**config.mk**
```make
export PLATFORM = sky130hd
export DESIGN_NAME = shared_sop_engine
export DESIGN_NICKNAME = d
export VERILOG_FILES = /design/src/rtl/shared_sop_pkg.sv /design/src/rtl/sop_product_term.sv /design/src/rtl/shared_sop_engine.sv
export SDC_FILE = /design/constraint.sdc
export NUM_CORES = 1
export LEC_CHECK = 0
export BUFFER_PORTS_ARGS = -buffer_cell sky130_fd_sc_hd__buf_2
export CAP_MARGIN = 20
export CORE_MARGIN = 2
export CORE_UTILIZATION = 40
export CTS_CLUSTER_DIAMETER = 120
export DETAILED_ROUTE_END_ITERATION = 12
export MAX_ROUTING_LAYER = met4
export SLEW_MARGIN = 15
export SYNTH_ARGS = -nofsm -noshare
export SYNTH_HDL_FRONTEND = slang
export SYNTH_SLANG_ARGS = --single-unit
```
**constraint.sdc**
```tcl
create_clock -name clk -period 5.25 [get_ports clk]
set_input_delay 0.2625 -clock clk [delete_from_list [all_inputs] [get_ports clk]]
set_output_delay 0.2625 -clock clk [all_outputs]
set_load 0.01 [all_outputs]
```
**src/rtl/shared_sop_pkg.sv**
```systemverilog
// Shared types and helpers for the runtime-programmable SOP engine.
// The optional error checker is enabled by defining SOP_ERR_CHECK_EN.
package shared_sop_pkg;

  typedef enum logic [1:0] {
    UNCONF = 2'd0,
    LOAD   = 2'd1,
    RUN    = 2'd2
  } sop_state_e;

  localparam int unsigned POP_W = 32;

  localparam int DEF_N_IN   = 4;
  localparam int DEF_N_OUT  = 3;
  localparam int DEF_N_PROD = 4;
  localparam int DEF_LPP    = 2;
  localparam int DEF_ET     = 1;

  // One config beat is {act, neg, pos}.
  function automatic int cfg_beat_w(input int n_in, input int n_out);
    return 2 * n_in + n_out;
  endfunction

  function automatic int unsigned popcount(input logic [POP_W-1:0] v);
    int unsigned n;
    n = 0;
    for (int i = 0; i < POP_W; i++) n = n + {31'd0, v[i]};
    return n;
  endfunction

endpackage

```
**src/rtl/sop_product_term.sv**
```systemverilog
// One shared product: AND of the literals selected by pos (true) and neg (complemented).
// An empty mask or more than LPP literals yields a constant-0 product.
module sop_product_term
  import shared_sop_pkg::*;
#(
  parameter int N_IN = DEF_N_IN,
  parameter int LPP  = DEF_LPP
) (
  input  logic [N_IN-1:0] pos,
  input  logic [N_IN-1:0] neg,
  input  logic [N_IN-1:0] lits,
  output logic            prod,
  output logic            lpp_viol
);

  assign lpp_viol = popcount(POP_W'(pos | neg)) > LPP;

  // A bit set in both masks can never be satisfied, so overlap gives 0 without extra logic.
  assign prod = ~lpp_viol && (|(pos | neg))
             && ((lits & pos) == pos) && ((~lits & neg) == neg);

endmodule

```
**src/rtl/shared_sop_engine.sv**
```systemverilog
// Two-stage shared-product SOP evaluator with a beat-per-product config loader.
// Define SOP_ERR_CHECK_EN to compare each result against the exact sum of the two input halves.
module shared_sop_engine
  import shared_sop_pkg::*;
#(
  parameter int N_IN   = DEF_N_IN,
  parameter int N_OUT  = DEF_N_OUT,
  parameter int N_PROD = DEF_N_PROD,
  parameter int LPP    = DEF_LPP,
  parameter int ET     = DEF_ET
) (
  input  logic                                   clk,
  input  logic                                   rst,
  input  logic                                   cfg_valid,
  output logic                                   cfg_ready,
  input  logic [cfg_beat_w(N_IN, N_OUT)-1:0]     cfg_data,
  output logic                                   cfg_err,
  input  logic                                   in_valid,
  output logic                                   in_ready,
  input  logic [N_IN-1:0]                        in_data,
  output logic                                   out_valid,
  input  logic                                   out_ready,
  output logic [N_OUT-1:0]                       out_data,
  output logic                                   err_flag,
  output logic [15:0]                            err_count
);

  localparam int CNT_W = (N_PROD > 1) ? $clog2(N_PROD) : 1;

  if (N_IN < 2 || (N_IN % 2) != 0) begin : g_bad_n_in
    $error("shared_sop_engine: N_IN must be even and >= 2");
  end

  sop_state_e       state, state_nx;
  logic [CNT_W-1:0] beat_cnt, beat_idx;
  logic [N_IN-1:0]  pos_q [N_PROD];
  logic [N_IN-1:0]  neg_q [N_PROD];
  logic [N_OUT-1:0] act_q [N_PROD];
  logic [N_PROD-1:0] prod_vec, viol_vec, s1_prod;
  logic [N_OUT-1:0] or_vec;
  logic             s1_valid, s1_adv, s2_adv, pipe_empty, cfg_fire, in_fire, last_beat;

  assign pipe_empty = ~s1_valid & ~out_valid;
  assign s2_adv     = ~out_valid | out_ready;
  assign s1_adv     = ~s1_valid | s2_adv;
  assign cfg_ready  = ~rst & ((state != RUN) | pipe_empty);
  assign cfg_fire   = cfg_valid & cfg_ready;
  assign in_ready   = (state == RUN) & ~cfg_valid & s1_adv;
  assign in_fire    = in_valid & in_ready;
  assign beat_idx   = (state == LOAD) ? beat_cnt : '0;
  assign last_beat  = beat_idx == CNT_W'(N_PROD - 1);

  // Config is wiped on LOAD entry, so the OR of per-product violations is sticky for one load.
  assign cfg_err = |viol_vec;

  // NOTE: combinational blocks assign every output a default first so no latch is inferred.
  always_comb begin
    state_nx = state;
    if (cfg_fire) state_nx = last_beat ? RUN : LOAD;
  end

  // NOTE: configuration storage is reset because an unloaded engine must read as all-zero products.
  always_ff @(posedge clk or posedge rst) begin
    if (rst) begin
      state    <= UNCONF;
      beat_cnt <= '0;
      for (int k = 0; k < N_PROD; k++) begin
        pos_q[k] <= '0;
        neg_q[k] <= '0;
        act_q[k] <= '0;
      end
    end else begin
      // NOTE: sequential state uses non-blocking assignments; the later write to beat_idx wins over the wipe.
      state <= state_nx;
      if (cfg_fire) begin
        beat_cnt <= last_beat ? '0 : beat_idx + 1'b1;
        if (state != LOAD) begin
          for (int k = 0; k < N_PROD; k++) begin
            pos_q[k] <= '0;
            neg_q[k] <= '0;
            act_q[k] <= '0;
          end
        end
        pos_q[beat_idx] <= cfg_data[N_IN-1:0];
        neg_q[beat_idx] <= cfg_data[2*N_IN-1:N_IN];
        act_q[beat_idx] <= cfg_data[2*N_IN +: N_OUT];
      end
    end
  end

  for (genvar k = 0; k < N_PROD; k++) begin : g_term
    sop_product_term #(.N_IN(N_IN), .LPP(LPP)) u_term (
      .pos      (pos_q[k]),
      .neg      (neg_q[k]),
      .lits     (in_data),
      .prod     (prod_vec[k]),
      .lpp_viol (viol_vec[k])
    );
  end

  always_comb begin
    or_vec = '0;
    for (int j = 0; j < N_OUT; j++)
      for (int k = 0; k < N_PROD; k++)
        or_vec[j] = or_vec[j] | (s1_prod[k] & act_q[k][j]);
  end

  always_ff @(posedge clk or posedge rst) begin
    if (rst) begin
      s1_valid  <= 1'b0;
      s1_prod   <= '0;
      out_valid <= 1'b0;
      out_data  <= '0;
    end else begin
      if (s1_adv) begin
        s1_valid <= in_fire;
        s1_prod  <= prod_vec;
      end
      if (s2_adv) begin
        out_valid <= s1_valid;
        out_data  <= s1_valid ? or_vec : '0;
      end
    end
  end

`ifdef SOP_ERR_CHECK_EN
  if (N_OUT != N_IN / 2 + 1) begin : g_bad_n_out
    $error("shared_sop_engine: SOP_ERR_CHECK_EN requires N_OUT == N_IN/2+1");
  end

  logic [N_IN-1:0]  s1_in;
  logic [N_OUT-1:0] exact, diff;
  logic             err_nx;

  assign exact  = N_OUT'(s1_in[N_IN/2-1:0]) + N_OUT'(s1_in[N_IN-1:N_IN/2]);
  assign diff   = (or_vec >= exact) ? or_vec - exact : exact - or_vec;
  assign err_nx = diff > N_OUT'(ET);

  always_ff @(posedge clk or posedge rst) begin
    if (rst) begin
      s1_in     <= '0;
      err_flag  <= 1'b0;
      err_count <= '0;
    end else begin
      if (s1_adv) s1_in <= in_data;
      if (s2_adv) err_flag <= s1_valid & err_nx;
      if (out_valid && out_ready && err_flag && err_count != 16'hFFFF)
        err_count <= err_count + 16'd1;
    end
  end
`else
  if (ET < 0) begin : g_bad_et
    $error("shared_sop_engine: ET must be non-negative");
  end

  assign err_flag  = 1'b0;
  assign err_count = '0;
`endif

endmodule

```
==> results of run 1 <==
-- worst max-delay path, cell delays in order, from the launching register on --
cell,delay [ns]
dfrtp_1,0.40
or2_2,0.32
inv_1,0.06
ha_1,0.11
inv_1,0.05
fa_1,0.43
ha_1,0.29
a31oi_1,0.12
or4_1,0.51
buf_2,0.16
-- per-layer routing --
layer | share of wire | global-route usage
met1 | 0.47 | 0.247
met2 | 0.48 | 0.299
met4 | 0.019 | 0.0809
met5 | 0 | -
met3 | 0.031 | 0.0266
-- sequential cells by signal, indices dropped and copies added, names as in the netlist --
| signal | flops |
|---|---|
| state | 2 |
| s1_valid | 1 |
| pos_q | 16 |
| act_q | 12 |
| out_data | 3 |
| s1_prod | 4 |
| neg_q | 16 |
| out_valid | 1 |
| beat_cnt | 2 |
-- power groups by stage --
stage / Clock (mW) / Combinational (mW) / Sequential (mW)
2_1_floorplan: 0 / 0.597 / 0.671
3_5_place_dp: 0 / 0.765 / 0.705
4_1_cts: 0.482 / 0.778 / 0.698
5_1_grt: 0.503 / 0.885 / 0.718
6_report: 0.480 / 0.773 / 0.699
3_3_place_gp: 0 / 0.735 / 0.701
-- cell families after synthesis --
group | after synthesis
AOI/OAI and AO/OA | 75
buffers and inverters | 61
DFF | 57
and+or+nand+nor | 48
adders and majority gates | 25
muxes | 17
other | 1
-- final timing paths --
path                                         start                 endpoint  depth (start not counted)
min                                       in_valid     s1_valid$_DFFE_PP0P_                          2
max                           neg_q[5]$_DFFE_PP0P_                  cfg_err                          9
max reg2reg                   neg_q[9]$_DFFE_PP0P_   s1_prod[1]$_DFFE_PP0P_                          8
min reg2reg                out_data[0]$_DFFE_PP0P_  out_data[0]$_DFFE_PP0P_                          2
max in group asynchronous                      rst     pos_q[3]$_DFFE_PP0P_                          4
min in group asynchronous                      rst     state[0]$_DFFE_PP0P_                          3
-- stage by stage --
step | setup slack [ns] | hold WS [ns] | instances | instance area (µm²)
after floorplan | 2.77 | 0.402 | 300 | 3230
after global routing | 2.06 | 0.180 | 415 | 3520
after detailed placement | 2.57 | 0.286 | 397 | 3280
after CTS | 2.18 | 0.178 | 414 | 3520
final | 2.18 | 0.182 | 415 | 3520
after global placement | 2.59 | 0.281 | 397 | 3280
-- final cells by class --
class / instances / share of cell area
clock buffers: 11 / 0.0430
clock inverters: 5 / 0.0220
inverters: 29 / 0.0309
multi-input cells: 182 / 0.419
flip-flops and latches: 57 / 0.405
well taps: 102 / 0.0362
repair buffers: 29 / 0.0440
-- cell usage in the layout, fill, tap and decap left out, drive strengths merged, types with 3 or more instances in the layout --
cell type,netlist,layout
clkbuf,6,11
o2111a,4,4
ha,21,21
o41ai,4,4
dfrtp,57,57
conb,1,17
o2111ai,4,4
inv,29,29
o21ai,5,5
or3b,4,4
or2,5,5
buf,26,28
fa,4,4
nor2,15,15
mux2i,15,15
nand4,3,3
nand2,9,9
and3,3,3
a31oi,4,4
a221oi,3,3
a22o,47,47
==> results.toml, run 1 <==
[floorplan]
die_w_um = 93.1
core_area_um2 = 7690
io-pin-count = 44
die_area_um2 = 8660
initial_core_util = 0.413
die_y_um = 93.1
rows = 32

[final_layout]
drive_gt1_frac = 0.173
multi_input_area_um2 = 1480
fin_util = 0.458
n_antenna_cell = 0
synthToLayoutAreaGrowth_pct = 11.1
fill_cells = 735
fin_nets = 353
seq_area_um2 = 1430

[global_route]
grt_pass1_wl_um = 12000
grt_overflow_total = 0
grt_pass1_vias = 2242
grt_antenna_before_repair = 0
track_usage = 0.190
grt_max_degree = 48

[synthesis]
yosysUniqueCellTypes = 37
avgSynthCellArea_um2 = 11.2
async_reset_ff_frac = 1.00
yosys.area_share.simple = 0.0804
synthAdderAreaFrac = 0.108
yosys.area.top_type = "dfrtp_1"
synth_mux_area_frac = 0.0544
synth_top_family_by_area = "compound AO/OA/AOI/OAI gates"
synth.top_cells.by_count = "57 x dfrtp_1, 47 x a22o_1, 28 x inv_1"
synth_area_leaders = "dfrtp_1 45%, a22o_1 13%, ha_1 8.3%"
ys_ff_latch = 57
yosysSeqAreaShare = 0.450
synthCells = 284
synth_area_um2 = 3170
synth_compound_area_frac = 0.203
synth_most_common_cell = "dfrtp_1"
synth_ff_type = "dfrtp_1"
synth_top_area_frac = 0.450
synth_warnings = 0
synth_edf_count = 0
synth_xor_area_frac = 0

[route]
num_vias = 2195
drtPass1Iterations = 4
wl_per_cell_um = 17.5
drtIter0Drc = 98
wl_um = 7250
drcViolationCount = 0
viasPerCell = 5.29
antenna_left = 0

[timing]
maxSlewViolCount = 0
min_period_ns = 3.07
fin_skew_ns = 0.00644
hold_viol = 0
relSlewSlack = 0.301
setup_viol_count_final = 0
clock.fmax_mhz = 326
fin_crit_sh = 0.585
tightest_slew_ns = 1.05
tns_ns = 0
rsz0062_at_grt = "false"

[outcome]
status = "completed"

[placement]
dpl.hpwl_um = 5040
io_buffer_count = 26
place_congestion = 0.793

[clock_network]
cts_resized = 0
post-cts-setup-buffers = 0
cts_tree = "built"
root_buffer = "clkbuf_8"
clock_path_buffers = 2
clock-sinks = 57
insertion_delay_ns = 0.35
clk_pin_slew_ns = 0.07
ctsHoldBuffers = 1
htree_levels = 3
numCtsBuffers = 9

[power_and_ir_drop]
p_int_mw = 1.24
leakage_nw = 1.83
p_seq_frac = 0.358
clkPwrFrac = 0.246
ir_worst_vdd_mv = 0.134
powerDensity_nw_per_um2 = 554
p_switching_mw = 0.712
totalPowerFinal_mw = 1.95
netSwitchingFraction = 0.365
power_frac_comb = 0.396

[job]
drv_cap = 0

[worst_setup_path]
criticalPathCategory = "reg2out"
cp_max_fo = 3
worstPathRequired_ns = 4.99
worstPathArrival_ns = 2.81
reg2reg_setup_slack_ns = 2.90
cp-end-kind = "primary output"
cp-start-kind = "register"

[hold_path]
hp-class = "in2reg"
Power figures use the tool's default switching activity.
==> run 2: changes to the inputs <==
--- a/config.mk
+++ b/config.mk
@@ -5,6 +5,7 @@
 export SDC_FILE = /design/constraint.sdc
 export NUM_CORES = 1
 export LEC_CHECK = 0
+export ABC_AREA = 1
 export BUFFER_PORTS_ARGS = -buffer_cell sky130_fd_sc_hd__buf_2
 export CAP_MARGIN = 20
 export CORE_MARGIN = 2
==> constraint.sdc (replaced) <==
create_clock -name clk -period 2.96 [get_ports clk]
set_input_delay 0.148 -clock clk [delete_from_list [all_inputs] [get_ports clk]]
set_output_delay 0.148 -clock clk [all_outputs]
set_load 0.01 [all_outputs]
==> run 2 against run 1 <==
Against the previous run:
- worst setup slack got worse by 1.8 ns
- largest power group is now sequential cells
- critical path type unchanged
- die area grew 8.7%
- highest routed layer unchanged
- worst hold slack got worse by 0.097 ns
- clock skew about the same
- synthesized cell count rose by 60%
- combinational power rose by 24%
==> results.toml, run 2 <==
[clock_network]
clock-sinks = 57
insertion_delay_ns = 0.34
numCtsBuffers = 9
clock_path_buffers = 2
cts_tree = "built"
clk_pin_slew_ns = 0.07
root_buffer = "clkbuf_8"
htree_levels = 3

[worst_setup_path]
crit_chain = "nor2_1 > ha_1 > inv_1 > fa_1 > ha_1 > nand2_1 > o21bai_1 > nand2_1 > inv_1 > nand3b_1 > buf_2"
worst-path-buf-inv = 3
cp.depth = 11
cp_max_fo = 3
worstPathArrival_ns = 2.46
reg2reg_setup_slack_ns = 0.72
worstPathRequired_ns = 2.81
critPathMaxStageDelay_ns = 0.44
path_delay_family = "adder cells"
criticalPathCategory = "reg2out"
slowest_stage = "fa_1"
cp-end-kind = "primary output"
cp-start-kind = "register"
reg2regPathDepth = 10

[timing]
tns_ns = 0
maxSlewViolCount = 0
fin_skew_ns = 0.00678
relSlewSlack = 0.477
clock.fmax_mhz = 384
rsz0062_at_grt = "false"
min_period_ns = 2.60
fin_crit_sh = 0.880
setup_viol_count_final = 0
hold_viol = 0
tightest_slew_ns = 0.782

[synthesis]
synth_area_um2 = 3460
yosys.area_share.simple = 0.356
synth_warnings = 0
synth_area_leaders = "dfrtp_1 41%, nand2_1 19%, nand4_1 9.6%"
avgSynthCellArea_um2 = 7.61
yosysSeqAreaShare = 0.412
synth_edf_count = 0
synth_top_area_frac = 0.412
ys_ff_latch = 57
async_reset_ff_frac = 1.00
synth.top_cells.by_count = "177 x nand2_1, 57 x dfrtp_1, 53 x nand4_1"
synth_most_common_cell = "nand2_1"
synth_top_family_by_area = "simple AND/OR/NAND/NOR gates"
synthAdderAreaFrac = 0.0990
synth_mux_area_frac = 0
synthCells = 455
synth_ff_type = "dfrtp_1"
synth_compound_area_frac = 0.0134
yosys.area.top_type = "dfrtp_1"
synth_xor_area_frac = 0
yosysUniqueCellTypes = 22

[route]
drtIter0Drc = 259
viasPerCell = 5.18
drtPass1Iterations = 5
num_vias = 3055
wl_um = 8670
drcViolationCount = 0
wl_per_cell_um = 14.7
antenna_left = 0

[floorplan]
core_area_um2 = 8300
io-pin-count = 44
die_area_um2 = 9420
rows = 33
die_w_um = 97.0
die_y_um = 97.0
initial_core_util = 0.417

[final_layout]
largestRegisters = "neg_q: 16 flops, pos_q: 16 flops, act_q: 12 flops"
n_antenna_cell = 0
final_cell_mix = "177 x nand2_1, 57 x dfrtp_1, 53 x nand4_1"
design_area_um2 = 3830
final_cells = 590
mostFrequentLayoutCell = "nand2_1"
drive_gt1_frac = 0.105
fin_nets = 525
synthToLayoutAreaGrowth_pct = 10.5
fin_util = 0.461

[power_and_ir_drop]
ir_worst_vdd_mv = 0.279
leakage_nw = 2.20
powerDensity_nw_per_um2 = 744

[hold_path]
min_delay_path_depth = 4
hp-class = "in2reg"

[placement]
place_congestion = 0.826
io_buffer_count = 26
dpl.hpwl_um = 6320
dpl.cell_count = 572
dpl-instance-area_um2 = 3590

[global_route]
grt_pass1_vias = 2776
grt_antenna_before_repair = 0
track_usage = 0.198
grt_max_degree = 38
grt_overflow_total = 0
grt_pass1_wl_um = 14400

[job]
drv_cap = 0

[outcome]
status = "completed"
## run 2: report_power, final
group / internal, mW / switching, mW / leakage, nW
sequential: 0.942 / 0.144 / 0.759
combinational: 0.364 / 0.596 / 1.34
clock: 0.473 / 0.326 / 0.0995
total: 1.78 / 1.07 / 2.20
## run 2: cell families after synthesis
logic type	after synthesis
and+or+nand+nor	281
buffers and inverters	83
DFF	57
adders and majority gates	25
AOI/OAI and AO/OA	8
other	1
## run 2: cell type report
type,instances,area (µm²)
clock inverters,5,80.1
inverters,47,176
flip-flops and latches,57,1430
repair buffers,34,195
well taps,105,131
fillers,840,4470
clock buffers,11,131
multi-input cells,331,1690
## run 2: worst paths after layout
kind                                    startpoint                       to
max                           pos_q[8]$_DFFE_PP0P_                  cfg_err
min                                      out_ready    out_valid$_DFFE_PP0P_
max reg2reg                   state[1]$_DFFE_PP0P_     pos_q[4]$_DFFE_PP0P_
max in group asynchronous                      rst     state[0]$_DFFE_PP0P_
min reg2reg                beat_cnt[1]$_DFFE_PP0P_  beat_cnt[1]$_DFFE_PP0P_
min in group asynchronous                      rst     pos_q[0]$_DFFE_PP0P_
## run 2: metal layers
layer / GRT usage / vias up / share of wire
li1: - / 1470 / -
met1: 0.293 / 1462 / 0.48
met2: 0.280 / 110 / 0.44
met3: 0.0246 / 13 / 0.065
met4: 0.0737 / 0 / 0.015
met5: - / - / 0
## run 2: metrics by stage
step                hold slack [ns]  total power [mW]  setup slack (ns)
floorplan                     0.258              1.79             0.897
global placement              0.229              2.03             0.732
detailed placement            0.239              2.06             0.699
CTS                          0.0736              2.87             0.326
global route                  0.105              3.08             0.234
finish                       0.0847              2.84             0.356
## run 2: worst min-delay path, cell delays in order
cell	delay, ns
buf_2	0.07
inv_1	0.04
nand2_1	0.07
nand2_1	0.05
## run 2: what timing repair did
item                      in CTS  in global routing
setup buffers                  0                  0
hold endpoints to repair      21                  0
resized for setup              0                  0
hold buffers                   2                  0
==> run 3: changes to the inputs <==
--- a/config.mk
+++ b/config.mk
@@ -8,6 +8,7 @@
 export ABC_AREA = 1
 export BUFFER_PORTS_ARGS = -buffer_cell sky130_fd_sc_hd__buf_2
 export CAP_MARGIN = 20
+export CORE_ASPECT_RATIO = 1.2
 export CORE_MARGIN = 2
 export CORE_UTILIZATION = 40
 export CTS_CLUSTER_DIAMETER = 120
==> run 3 against run 2 <==
Against the previous run:
- combinational power is 1% higher
- total power down 4.4%
- critical path depth stayed put
- core utilization down 1.3 points
- critical path type unchanged
- wire length is 4.1% higher
- clock power is 17% lower
- worst hold slack got worse by 0.010 ns
- cell area shrank 0.88%
- final cell count up 1.9%
- first-iteration DRC count down 10%
- global-route usage up 1.9 points
- register-to-register slack worse by 0.08 ns
==> results.toml, run 3 (synthesis gave the netlist of run 2 again) <==
[outcome]
status = "completed"

[worst_setup_path]
reg2regPathDepth = 9
worstReg2RegStart = "state[1]$_DFFE_PP0P_"
cp-startpoint = "neg_q[9]$_DFFE_PP0P_"
worstPathRequired_ns = 2.81
r2r-end = "act_q[9]$_DFFE_PP0P_"
cp-start-kind = "register"
crit_chain = "nor2_1 > ha_1 > inv_1 > fa_1 > ha_1 > nand2_1 > o21bai_1 > nand2_1 > inv_1 > nand3b_1 > buf_2"
crit_path_end = "cfg_err"
critPathMaxStageDelay_ns = 0.45
cp-end-kind = "primary output"
criticalPathCategory = "reg2out"
cp_max_fo = 3
slowest_stage = "fa_1"
reg2reg_setup_slack_ns = 0.64
worstPathArrival_ns = 2.48

[floorplan]
io-pin-count = 44
initial_core_util = 0.409
die_w_um = 88.9
die_y_um = 106
core_area_um2 = 8470
die_area_um2 = 9420
rows = 37

[route]
wl_per_cell_um = 15.0
drtIter0Drc = 232
viasPerCell = 5.02
num_vias = 3020
antenna_left = 0
drtPass1Iterations = 5
wl_um = 9030
drcViolationCount = 0

[clock_network]
clock_path_buffers = 2
cts_tree = "built"
post-cts-setup-buffers = 0
clk_pin_slew_ns = 0.07
clock-sinks = 57
htree_levels = 3
root_buffer = "clkbuf_8"
insertion_delay_ns = 0.35
numCtsBuffers = 9

[final_layout]
n_antenna_cell = 0
largestRegisters = "neg_q: 16 flops, pos_q: 16 flops, act_q: 12 flops"
drive_gt1_frac = 0.107
fin_nets = 524
final_cell_mix = "177 x nand2_1, 57 x dfrtp_1, 53 x nand4_1"
fill_cells = 891
synthToLayoutAreaGrowth_pct = 9.54
mostFrequentLayoutCell = "nand2_1"

[timing]
min_period_ns = 2.62
fin_ws_ns = 0.337
hold_viol = 0
fin_crit_sh = 0.886
maxSlewViolCount = 0
fin_skew_ns = 0.00919
clock.fmax_mhz = 381
setup_viol_count_final = 0
relSlewSlack = 0.519
rsz0062_at_grt = "false"
tightest_slew_ns = 0.722
tns_ns = 0

[global_route]
grt_max_degree = 58
track_usage = 0.217
grt_pass1_vias = 2886
grt_pass1_wl_um = 14900
grt_antenna_before_repair = 0
grt_overflow_total = 0

[placement]
io_buffer_count = 26
dpl.hpwl_um = 6220
dp_slack_ns = 0.682
place_congestion = 0.860

[hold_path]
hp-class = "in2reg"
min_delay_path_depth = 4

[power_and_ir_drop]
leakage_nw = 2.18
powerDensity_nw_per_um2 = 717
ir_worst_vdd_mv = 0.308

[job]
drv_cap = 0
-- run 3: routing by layer --
| metal | vias up | part of all wire | track usage |
|---|---|---|---|
| li1 | 1463 | - | - |
| met1 | 1440 | 0.46 | 0.294 |
| met2 | 93 | 0.47 | 0.324 |
| met3 | 24 | 0.049 | 0.0287 |
| met4 | 0 | 0.027 | 0.0963 |
| met5 | - | 0 | - |
-- run 3: power by group --
group	switching (mW)	total, mW	leakage, nW	internal [mW]
Clock	0.340	0.663	0.0891	0.323
Sequential	0.142	1.08	0.759	0.942
Combinational	0.608	0.973	1.33	0.366
-- run 3: how the worst min path moves through the flow --
stage	start	endpoint	slack, ns
detailed placement	in_valid	s1_valid$_DFFE_PP0P_	0.35
CTS	out_ready	out_valid$_DFFE_PP0P_	0.07
floorplan	in_valid	s1_valid$_DFFE_PP0P_	0.26
finish	out_ready	out_valid$_DFFE_PP0P_	0.07
global placement	in_valid	s1_valid$_DFFE_PP0P_	0.34
global route	cfg_data[10]	act_q[8]$_DFFE_PP0P_	0.11
-- run 3: metrics by stage --
step	utilization	total power [mW]	cells	area [µm²]	hold WS (ns)
floorplan	-	1.79	471	3520	0.258
global placement	0.426	2.03	584	3610	0.342
detailed placement	0.426	2.07	584	3610	0.348
CTS	0.448	2.73	601	3790	0.0672
global route	0.448	2.96	601	3790	0.106
finish	0.448	2.72	601	3790	0.0742
-- run 3: area by class of cell --
class,instances,area (µm²),area share
clock buffer,11,141,0.0373
clock inverter,5,31.3,0.00825
inverter,47,176,0.0465
multi-input combinational,331,1690,0.444
sequential,57,1430,0.376
tap,117,146,0.0386
timing repair buffer,33,185,0.0488
-- run 3: worst max-delay path: cells and delay by family (launching register included) --
family	cells	cell delay, ns
fa+ha+maj	3	0.89
buf+inv	3	0.26
compound gates	1	0.21
flops	1	0.40
simple gates	4	0.38
-- run 3: what timing repair did --
action / in CTS / in global routing
hold endpoints to repair: 1 / 0
hold buffers: 1 / 0
resized for setup: 0 / 0
